`src/rtl/seller_pkg.sv`:
```
// Shared types and constants for the coin-operated drink seller controller.
// Money values are in units of 0.5 yuan.
package seller_pkg;

    typedef enum logic [1:0] {
        IDLE    = 2'd0,
        COLLECT = 2'd1,
        VEND    = 2'd2,
        CHANGE  = 2'd3
    } state_t;

    localparam logic [2:0] COIN_D1 = 3'd1;
    localparam logic [2:0] COIN_D2 = 3'd2;
    localparam logic [2:0] COIN_D3 = 3'd4;

    typedef enum logic [1:0] {
        CHG_NONE = 2'b00,
        CHG_HALF = 2'b01,
        CHG_ONE  = 2'b10
    } chg_t;

endpackage

```
`src/rtl/seller_coin_dec.sv`:
```
// Coin pulse decoder: exactly one active pulse is a valid coin.
// Any multi-hot combination is flagged as illegal.
module seller_coin_dec
    import seller_pkg::*;
(
    input  logic       d1,
    input  logic       d2,
    input  logic       d3,
    output logic       coin_vld,
    output logic       coin_illegal,
    output logic [2:0] coin_val
);

    always_comb begin
        coin_vld     = 1'b0;
        coin_illegal = 1'b0;
        coin_val     = 3'd0;
        case ({d3, d2, d1})
            3'b000: ;
            3'b001: begin coin_vld = 1'b1; coin_val = COIN_D1; end
            3'b010: begin coin_vld = 1'b1; coin_val = COIN_D2; end
            3'b100: begin coin_vld = 1'b1; coin_val = COIN_D3; end
            default: coin_illegal = 1'b1;
        endcase
    end

endmodule

```
`src/rtl/seller_ctrl.sv`:
```
// Drink seller sequencing controller: credit accumulation, product vend and
// coin-by-coin change payout through req/ack handshakes.
module seller_ctrl
    import seller_pkg::*;
#(
    parameter int PRICE_A    = 3,
    parameter int PRICE_B    = 5,
    parameter int CREDIT_W   = 4,
    parameter int MAX_CREDIT = 15
) (
    input  logic                clk,
    input  logic                rst,
    input  logic                d1,
    input  logic                d2,
    input  logic                d3,
    input  logic                sel,
    input  logic                cancel,
    output logic                vend_req,
    input  logic                vend_ack,
    output logic [1:0]          chg_coin,
    input  logic                chg_ack,
    output logic [CREDIT_W-1:0] credit,
    output logic                busy,
    output logic                coin_rej
);

    typedef logic [CREDIT_W-1:0] credit_t;
    typedef logic [CREDIT_W:0]   sum_t;

    localparam credit_t PRICE_A_C = credit_t'(PRICE_A);
    localparam credit_t PRICE_B_C = credit_t'(PRICE_B);
    localparam sum_t    MAX_C     = sum_t'(MAX_CREDIT);
    localparam credit_t ONE_C     = credit_t'(1);
    localparam credit_t TWO_C     = credit_t'(2);

    state_t  state_q, state_d;
    credit_t credit_q, credit_d;
    logic    prod_q, prod_d;
    logic    coin_rej_q, coin_rej_d;

    logic       coin_vld;
    logic       coin_illegal;
    logic [2:0] coin_val;
    sum_t       coin_sum;
    logic       fits;
    logic       accept;
    credit_t    price;
    credit_t    chg_step;

    seller_coin_dec u_coin_dec (
        .d1          (d1),
        .d2          (d2),
        .d3          (d3),
        .coin_vld    (coin_vld),
        .coin_illegal(coin_illegal),
        .coin_val    (coin_val)
    );

    always_comb begin
        state_d    = state_q;
        credit_d   = credit_q;
        prod_d     = prod_q;
        accept     = 1'b0;
        coin_sum   = sum_t'(credit_q) + sum_t'(coin_val);
        fits       = coin_vld && (coin_sum <= MAX_C);
        price      = prod_q ? PRICE_B_C : PRICE_A_C;
        chg_step   = (credit_q >= TWO_C) ? TWO_C : ONE_C;

        case (state_q)
            IDLE: begin
                if (fits) begin
                    accept   = 1'b1;
                    credit_d = credit_t'(coin_val);
                    prod_d   = sel;
                    state_d  = COLLECT;
                end
            end
            COLLECT: begin
                // Cancel takes priority and refuses any coin in the same cycle.
                if (cancel) begin
                    state_d = CHANGE;
                end else begin
                    if (fits) begin
                        accept   = 1'b1;
                        credit_d = coin_sum[CREDIT_W-1:0];
                    end
                    if (credit_q >= price) begin
                        state_d = VEND;
                    end
                end
            end
            VEND: begin
                if (vend_ack) begin
                    credit_d = credit_q - price;
                    state_d  = (credit_q == price) ? IDLE : CHANGE;
                end
            end
            CHANGE: begin
                if (chg_ack) begin
                    credit_d = credit_q - chg_step;
                    if (credit_q == chg_step) begin
                        state_d = IDLE;
                    end
                end
            end
            default: begin
                state_d  = IDLE;
                credit_d = '0;
            end
        endcase

        // Any presented pulse pattern that was not taken goes back to the customer.
        coin_rej_d = (coin_vld || coin_illegal) && !accept;
    end

    always_ff @(posedge clk or negedge rst) begin
        if (!rst) begin
            state_q    <= IDLE;
            credit_q   <= '0;
            prod_q     <= 1'b0;
            coin_rej_q <= 1'b0;
        end else begin
            state_q    <= state_d;
            credit_q   <= credit_d;
            prod_q     <= prod_d;
            coin_rej_q <= coin_rej_d;
        end
    end

    assign vend_req = (state_q == VEND);
    assign busy     = (state_q != IDLE);
    assign credit   = credit_q;
    assign coin_rej = coin_rej_q;
    assign chg_coin = (state_q != CHANGE) ? CHG_NONE
                    : (credit_q >= TWO_C) ? CHG_ONE : CHG_HALF;

endmodule

```
`config.mk`:
```
export PLATFORM = sky130hd
export DESIGN_NAME = seller_ctrl
export DESIGN_NICKNAME = d
export VERILOG_FILES = /design/src/rtl/seller_pkg.sv /design/src/rtl/seller_coin_dec.sv /design/src/rtl/seller_ctrl.sv
export SDC_FILE = /design/constraint.sdc
export NUM_CORES = 1
export LEC_CHECK = 0
export CAP_MARGIN = 20
export CORE_UTILIZATION = 49
export CTS_CLUSTER_DIAMETER = 150
export DETAILED_ROUTE_END_ITERATION = 10
export DONT_BUFFER_PORTS = 1
export MAX_ROUTING_LAYER = met4
export PLACE_DENSITY_LB_ADDON = 0.08
export SYNTH_ARGS = -nofsm -noshare
export SYNTH_HDL_FRONTEND = slang
export SYNTH_SLANG_ARGS = --single-unit
```
`constraint.sdc`:
```
create_clock -name clk -period 4 [get_ports clk]
set_input_delay 0.8 -clock clk [delete_from_list [all_inputs] [get_ports clk]]
set_output_delay 0.8 -clock clk [all_outputs]
set_load 0.01 [all_outputs]
```
* After elaboration in Yosys (flattened, before gate mapping)
Cells that the tools add are included.
** Word-level totals
- Flip-flop bits (word level) :: 8
- Bits of input ports :: 9
- Logic and storage cells :: 62
** Cells by class
- $add $sub $neg :: 3
- $lt $le $gt $ge :: 3
- Equality and inequality tests :: 16
- Muxes and demuxes :: 24
- Reductions and logical operators :: 12
** Operators by type and width (count)
- 2-bit 2-to-1 mux :: 10
- 4-bit 2-to-1 mux :: 5
- 4-bit case mux with 4 select lines :: 1
- 2-bit != test, second input constant :: 6
- 5-bit AND reduction :: 2
- 3-bit case mux with 3 select lines :: 1
- 2-bit case mux with 4 select lines :: 1
- 4-bit by 3-bit adder with 5-bit output :: 1
- 5-bit by 4-bit less-or-equal comparator with 1-bit output, second input constant :: 1
- 2-bit == test, second input constant :: 2
- 4-bit by 2-bit == test with 1-bit output :: 1
- 4-bit by 3-bit == test with 1-bit output :: 1
- 4-bit by 2-bit >= comparator with 1-bit output, second input constant :: 1
- 4-bit by 3-bit >= comparator with 1-bit output :: 1
- 1-bit 2-to-1 mux :: 4
- 4-bit OR reduction :: 1
- 4-bit by 2-bit subtractor with 4-bit output :: 1
- 4-bit by 3-bit subtractor with 4-bit output :: 1
- 3-bit by 1-bit == test with 1-bit output, second input constant :: 1
- 3-bit by 2-bit == test with 1-bit output, second input constant :: 1
- 3-bit == test, second input constant :: 1
- 3-bit zero test :: 1
- 3-bit 2-to-1 mux :: 1
- 3-bit != test, second input constant :: 1
- 10 further kinds :: 11

* Depth between registers and ports, before layout
Gate-level depths: netlist of the first run.
- Word-level depth :: 10
- Gate-level depth with buffers :: 10
- Mapped depth without buffers :: 9

* Hierarchy
From an unflattened synthesis of the first run, not the netlist that was laid out.
** Second synthesis, totals
- Cells, all modules :: 98
- Area, all modules :: 882.1 um^2
** By module, submodules not included
- seller_ctrl :: instances 1, cells an instance 92, area an instance 828.3 um^2
- seller_coin_dec :: instances 1, cells an instance 6, area an instance 53.8 um^2

* Worst setup path after synthesis of the first run
Ideal clock, no wire load.
- Path kind :: input -> register
- From :: input port d1
- To :: register credit_q[3], in the netlist credit[3]
- Setup time :: 0.071 ns
- Arrival :: 2.702 ns
- Data required time :: 3.929 ns
- Setup slack :: 1.227 ns
- Cell stages on the path :: 8
- Buffers on the path :: 0
- Path through :: nor3b_1 ha_1 fa_1 and3_1 nor4_4 a22oi_2 or4b_1 nand4_1
** Between the ends
- Longest elaborated chain between the ends :: 7
** RTL lines
- start: declaration :: line seller_ctrl.sv:13 : input logic d1,
- 3-bit == test, or another cell as far along :: line seller_coin_dec.sv:18 : case ({d3, d2, d1})
- 3-bit case mux with 3 select lines :: line seller_coin_dec.sv:18
- 4-bit by 3-bit adder with 5-bit output :: line seller_ctrl.sv:64 : coin_sum = sum_t'(credit_q) + sum_t'(coin_val);
- 5-bit by 4-bit less-or-equal comparator with 1-bit output :: line seller_ctrl.sv:65 : fits = coin_vld && (coin_sum <= MAX_C);
- 1-bit logical AND :: line seller_ctrl.sv:65
- 2-bit != test (no line)
- 5-bit AND reduction (no line)
- end signal: assignment :: line seller_ctrl.sv:124 : credit_q <= credit_d;
- end: declaration :: line seller_ctrl.sv:37 : credit_t credit_q, credit_d;
Parallel ways exist; a longest one is shown, timed or not. The select of a mux whose other input is x is not followed.
A chain may end at the register's enable or synchronous reset.

* Worst setup path in the final report of the first run
Ends and elaborated chain as after synthesis.

==> results of run 1 <==
==> state kept, by name, summed over array words and instances, names as in the netlist <==
name      flops
credit        4
state_q       2
coin_rej      1
prod_q        1
==> per-stage QoR <==
stage	std cells	hold WS, ns
after global routing	117	0.214
after CTS	117	0.223
final	117	0.226
after global placement	114	0.505
after floorplan	95	0.504
after detailed placement	114	0.505
==> cell families after synthesis <==
family          count (synthesis)  synth area share, %
simple gates                   34                 23.7
compound gates                 19                 14.1
buf+inv                        13                 6.70
fa+ha+maj                      12                 19.5
flops                           8                 22.8
mux                             6                 10.1
xor+xnor                        3                 3.00
==> final timing paths <==
path	startpoint	endpoint	slack (ns)	depth (start not counted)
setup reg to reg	credit[0]$_DFFE_PN0P_	credit[3]$_DFFE_PN0P_	1.41	7
max in group asynchronous	rst	credit[0]$_DFFE_PN0P_	3.70	0
min in group clk	prod_q$_DFFE_PN0P_	prod_q$_DFFE_PN0P_	0.59	1
hold / removal	rst	credit[1]$_DFFE_PN0P_	0.23	0
setup / recovery	d1	credit[3]$_DFFE_PN0P_	1.33	8
hold reg to reg	prod_q$_DFFE_PN0P_	prod_q$_DFFE_PN0P_	0.59	1
==> report_power, final <==
part	internal, uW	switching (uW)
logic	237	232
registers	117	111
clock network	34.6	31.3
==> per-layer routing <==
metal | wire length (um) | GRT usage (%) | up-vias
li1 | - | - | 337
met1 | 884 | 29.8 | 348
met2 | 870 | 34.1 | 24
met3 | 120 | 6.53 | 2
met4 | 10 | 7.27 | 0
met5 | 0 | - | -
==> worst register-to-register path: stages (launching register included) <==
cell,delay [ns]
dfrtp_1,0.50
ha_1,0.29
fa_1,0.40
and3_1,0.23
nor4_4,0.30
a22oi_2,0.18
or4b_1,0.54
nand4_1,0.08
==> placed cells by master (no fill, tap or decap) <==
cell      n
nor3_1    1
ha_1      8
nand3_1   1
a22oi_1   1
nand4b_1  1
xnor2_1   2
a21oi_1   5
clkbuf_4  3
mux4_2    2
mux2i_1   1
nand4_1   1
dfrtp_1   8
nor2_1    8
xor2_1    1
inv_1     8
nor3b_1   4
o31ai_1   3
mux2_2    2
a211oi_1  1
nand2_1   6
o211ai_1  1
nor2b_1   3
and2_4    1
or3_1     1
or4_1     1
a21o_1    2
mux2_1    1
and3_1    2
a31oi_1   1
a22oi_2   1
fa_1      3
nand2b_1  1
maj3_2    1
and3b_1   1
o21ai_0   4
or4b_1    1
nor4_4    1
==> cell type report <==
| type | instances | area [sq um] |
|---|---|---|
| Fill cell | 152 | 693 |
| Multi-Input combinational cell | 74 | 618 |
| Sequential cell | 8 | 200 |
| Inverter | 8 | 30.0 |
| Tap cell | 24 | 30.0 |
| Clock buffer | 3 | 22.5 |
==> results.toml, run 1 <==
[timing]
min_period_ns = 2.67
setup_tns_ns = 0
rsz0062_at_grt = "no"
tightestPinTransition_ns = 0.563
fin_skew_ns = 0.00263
relSlewSlack_pct = 62.5
setup_viol = 0
finalCritPeriodShare_pct = 66.8
clock.fmax_mhz = 374
drv_slew = 0
fin_ws_ns = 1.33
final-hold-violation-count = 0

[yosys]
synth_seq_area_share_pct = 22.8
synth_top_area_cell = "dfrtp_1"
async_flop_share_pct = 100
ys_top_cells_by_area = "dfrtp_1 23%, ha_1 11%, fa_1 6.8%"
syn-cell-area_sq_um = 877
ys_seq_elements = 8
synthCells = 95
avgSynthCellArea_sq_um = 9.23
synthFlopType = "dfrtp_1"
yosysUniqueCellTypes = 40
synthDominantCellAreaShare_pct = 22.8
syn-num-nets = 115
synth_edf_count = 0
netlist_top_cells_count = "8 x dfrtp_1, 8 x ha_1, 8 x inv_1, 8 x nor2_1, 6 x nand2_1"
yosysWarnings = 0

[floorplanning]
dieArea_sq_um = 1960
io_pins = 18
fp.dieW_um = 44.3
coreArea_sq_um = 1590
rows = 14
die_y_um = 44.3
start_util_pct = 55.0

[place]
pre_cts_ws_ns = 1.06
dpl.hpwl_um = 1440
dpl_cell_area_sq_um = 878
gp_congestion = 0.790
io_buffer_count = 0

[critical_path]
cp.arrival_ns = 2.87
critPathSlowestCell = "or4b_1"
path_max_fanout = 9
required_ns = 4.20
path_cells = "nor3b_1 -> ha_1 -> fa_1 -> and3_1 -> nor4_4 -> a22oi_2 -> or4b_1 -> nand4_1"
crit_family = "simple AND/OR/NAND/NOR gates"
critPathLaunchType = "primary input"
worst-path-buf-inv = 0
end_kind = "flop"
slowest_delay_ns = 0.54
critical_path_class = "in2reg"

[job]
drv_cap = 0

[cts]
clock_sinks = 8
cts_tree = "done"
ctsResizeCount = 0
cts_buffers = 3
postCtsHoldBufs = 0
ctsLongestPathBuffers = 2
cts_setup_buffers = 0
insertion_delay_ns = 0.26
htree_num_levels = 1
root_buffer = "clkbuf_4"
clkTransAtPathRegs_ns = 0.06

[power_and_ir_drop]
p_leak_uw = 0.000414
vdd_drop_max_uv = 379
power_density_nw_per_um2 = 847
fin_total_pwr_uw = 763

[route]
drc_errors = 0
wl_per_cell_um = 16.1
via_per_inst = 6.08
postRouteAntennaNets = 0
wl_um = 1890
firstDrtPassIters = 4
first_iter_violations = 24
vias = 711

[run_status]
status = "complete, no violations"

[global_routing]
grt_max_degree = 19
grt_pass1_wl_um = 3040
grt_use_total_pct = 22.8
first_global_vias = 647
antenna_found_initial = 0
grt_overflow = 0

[finish]
layout.nets = 115
fin_area_sq_um = 901
area_growth_pct = 2.71
utilization_pct = 56.5
drive_gt1_share_pct = 11.8
diodes = 0

[min_path]
holdCritPathClass = "in2async"
No activity file was read; power rests on OpenSTA's default activity.
==> inputs of run 2 (changes only) <==
- ABC_AREA: unset -> 1
- clock period: 4 -> 2.6 ns (I/O delays scaled with it)
==> results.toml, run 2 <==
[cts]
insertion_delay_ns = 0.25
root_buffer = "clkbuf_4"
cts_buffers = 3
clkTransAtPathRegs_ns = 0.05
cts_tree = "done"
clock_sinks = 8
htree_num_levels = 1
ctsResizeCount = 0
ctsLongestPathBuffers = 2

[yosys]
synthDominantCellAreaShare_pct = 21.9
async_flop_share_pct = 100
netlist_top_cells_count = "32 x nand2_1, 18 x nand3_1, 15 x inv_1"
synth_compound_area_share_pct = 14.2
synth_seq_area_share_pct = 21.9
yosysUniqueCellTypes = 23
ys_seq_elements = 8
synth_edf_count = 0
synthSimpleGateAreaFrac_pct = 36.4
syn-num-nets = 153
synthMuxAreaShare_pct = 0
synth_top_area_cell = "dfrtp_1"
yosysMostFrequentCell = "nand2_1"
avgSynthCellArea_sq_um = 6.88
synthFlopType = "dfrtp_1"
ys_top_cells_by_area = "dfrtp_1 22%, nand2_1 13%, ha_1 11%"
synth_fa_ha_area_share_pct = 17.5
synth_xor_area_share_pct = 0
synthCells = 133
syn-cell-area_sq_um = 915
yosysWarnings = 0
synth_top_family_by_area = "simple AND/OR/NAND/NOR gates"

[timing]
tightestPinTransition_ns = 0.399
finalCritPeriodShare_pct = 84.6
rsz0062_at_grt = "no"
clock.fmax_mhz = 455
relSlewSlack_pct = 73.4
fin_skew_ns = 0.000876
final-hold-violation-count = 0
drv_slew = 0
setup_viol = 0
hold_ws_ns = 0.435
setup_tns_ns = 0
min_period_ns = 2.20

[critical_path]
critPathLaunchType = "flop"
critical_path_class = "reg2reg"
required_ns = 2.74
slowest_delay_ns = 0.52
cp.arrival_ns = 2.34
cpMostUsedCell = "nand2_1"
end_kind = "flop"
path_max_fanout = 7
critPathSlowestCell = "dfrtp_1"
path_cells = "ha_1 -> fa_1 -> nand2_1 -> inv_2 -> o21ai_1 -> nand2_2 -> o21ai_2 -> nand2_2 -> nand2_1 -> nand2_1"

[global_routing]
antenna_found_initial = 0
grt_use_total_pct = 23.7
grt_overflow = 0
grt_pass1_wl_um = 3330
grt_max_degree = 9
first_global_vias = 800

[finish]
fin_area_sq_um = 996
final_common_cell = "nand2_1"
largest_reg_flops = 4
fillers = 194
layout_common_cells = "32 x nand2_1, 18 x nand3_1, 15 x inv_1"
diodes = 0
layout.nets = 161
utilization_pct = 57.1
drive_gt1_share_pct = 17.3
area_growth_pct = 8.89

[job]
drv_cap = 0

[power_and_ir_drop]
power_density_nw_per_um2 = 1260
vdd_drop_max_uv = 621
p_leak_uw = 0.000542

[route]
first_iter_violations = 12
firstDrtPassIters = 4
wl_um = 2070
drc_errors = 0
vias = 885
wl_per_cell_um = 12.6
via_per_inst = 5.40
postRouteAntennaNets = 0

[floorplanning]
die_y_um = 45.2
rows = 15
dieArea_sq_um = 2040
start_util_pct = 52.4
io_pins = 18
coreArea_sq_um = 1750
fp.dieW_um = 45.2

[place]
gp_congestion = 0.892
dpl_cell_area_sq_um = 963
io_buffer_count = 0
dpl.hpwl_um = 1760

[min_path]
holdCritPathClass = "in2reg"

[run_status]
status = "complete, no violations"
[run 2: cell types whose count changed after synthesis, moves of 4 or more]
| cell | previous run | this run |
|---|---|---|
| nor3b_1 | 4 | 0 |
| o21ai_1 | 0 | 4 |
| inv_1 | 8 | 15 |
| inv_2 | 0 | 8 |
| nand2_1 | 6 | 32 |
| nand3_1 | 1 | 18 |
[run 2: cells by family (layout without fill, tap and decap cells)]
kind of cell,Yosys count,count (layout)
adder cells (fa/ha/maj),11,11
AO/OA/AOI/OAI,19,19
AND/OR/NAND/NOR,71,71
flip-flops,8,8
buffers and inverters,24,30
[run 2: layer usage]
metal	routed length, um	GRT usage [%]	up-vias
li1	-	-	452
met1	952	28.5	400
met2	967	39.4	33
met3	151	9.60	0
met4	0	0	0
met5	0	-	-
[run 2: report_power, final]
group	switching [uW]	total, uW	internal [uW]
logic	585	909	324
clock network	38.9	91.5	52.6
registers	75.7	258	182
[run 2: layout make-up]
type,instances,area (sq um),share of cell area [%]
inverters,23,86.3,8.67
clock buffers,3,22.5,2.26
multi-input cells,101,623,62.6
flip-flops and latches,8,200,20.1
repair buffers,4,32.5,3.27
well taps,25,31.3,3.14
[run 2: repair_timing]
item | in CTS | in global routing
endpoints found under the hold margin | 8 | 0
setup buffers | 0 | 0
hold buffers | 1 | 0
[run 2: final timing paths]
| kind | startpoint | to | slack (ns) | cells past startpoint |
|---|---|---|---|---|
| max in group asynchronous | rst | credit[0]$_DFFE_PN0P_ | 1.74 | 1 |
| max | credit[0]$_DFFE_PN0P_ | credit[2]$_DFFE_PN0P_ | 0.40 | 10 |
| min in group asynchronous | rst | prod_q$_DFFE_PN0P_ | 0.61 | 1 |
| max reg2reg | credit[0]$_DFFE_PN0P_ | credit[2]$_DFFE_PN0P_ | 0.40 | 10 |
| min | sel | prod_q$_DFFE_PN0P_ | 0.43 | 2 |
| min reg2reg | state_q[1]$_DFFE_PN0P_ | state_q[1]$_DFFE_PN0P_ | 0.59 | 2 |
[run 2: metrics by stage]
| stage | std cells | setup slack (ns) | power, uW |
|---|---|---|---|
| floorplan | 133 | 0.431 | 949 |
| global placement | 160 | 0.356 | 1150 |
| detailed placement | 160 | 0.294 | 1160 |
| CTS | 164 | 0.428 | 1270 |
| global route | 164 | 0.250 | 1410 |
| finish | 164 | 0.400 | 1260 |
[run 2: worst max-delay path: cells and delay by family (launching register included)]
kind,cells,cell delay (ns)
compound gates,2,0.37
fa+ha+maj,2,0.68
flops,1,0.52
buf+inv,1,0.04
simple gates,5,0.46
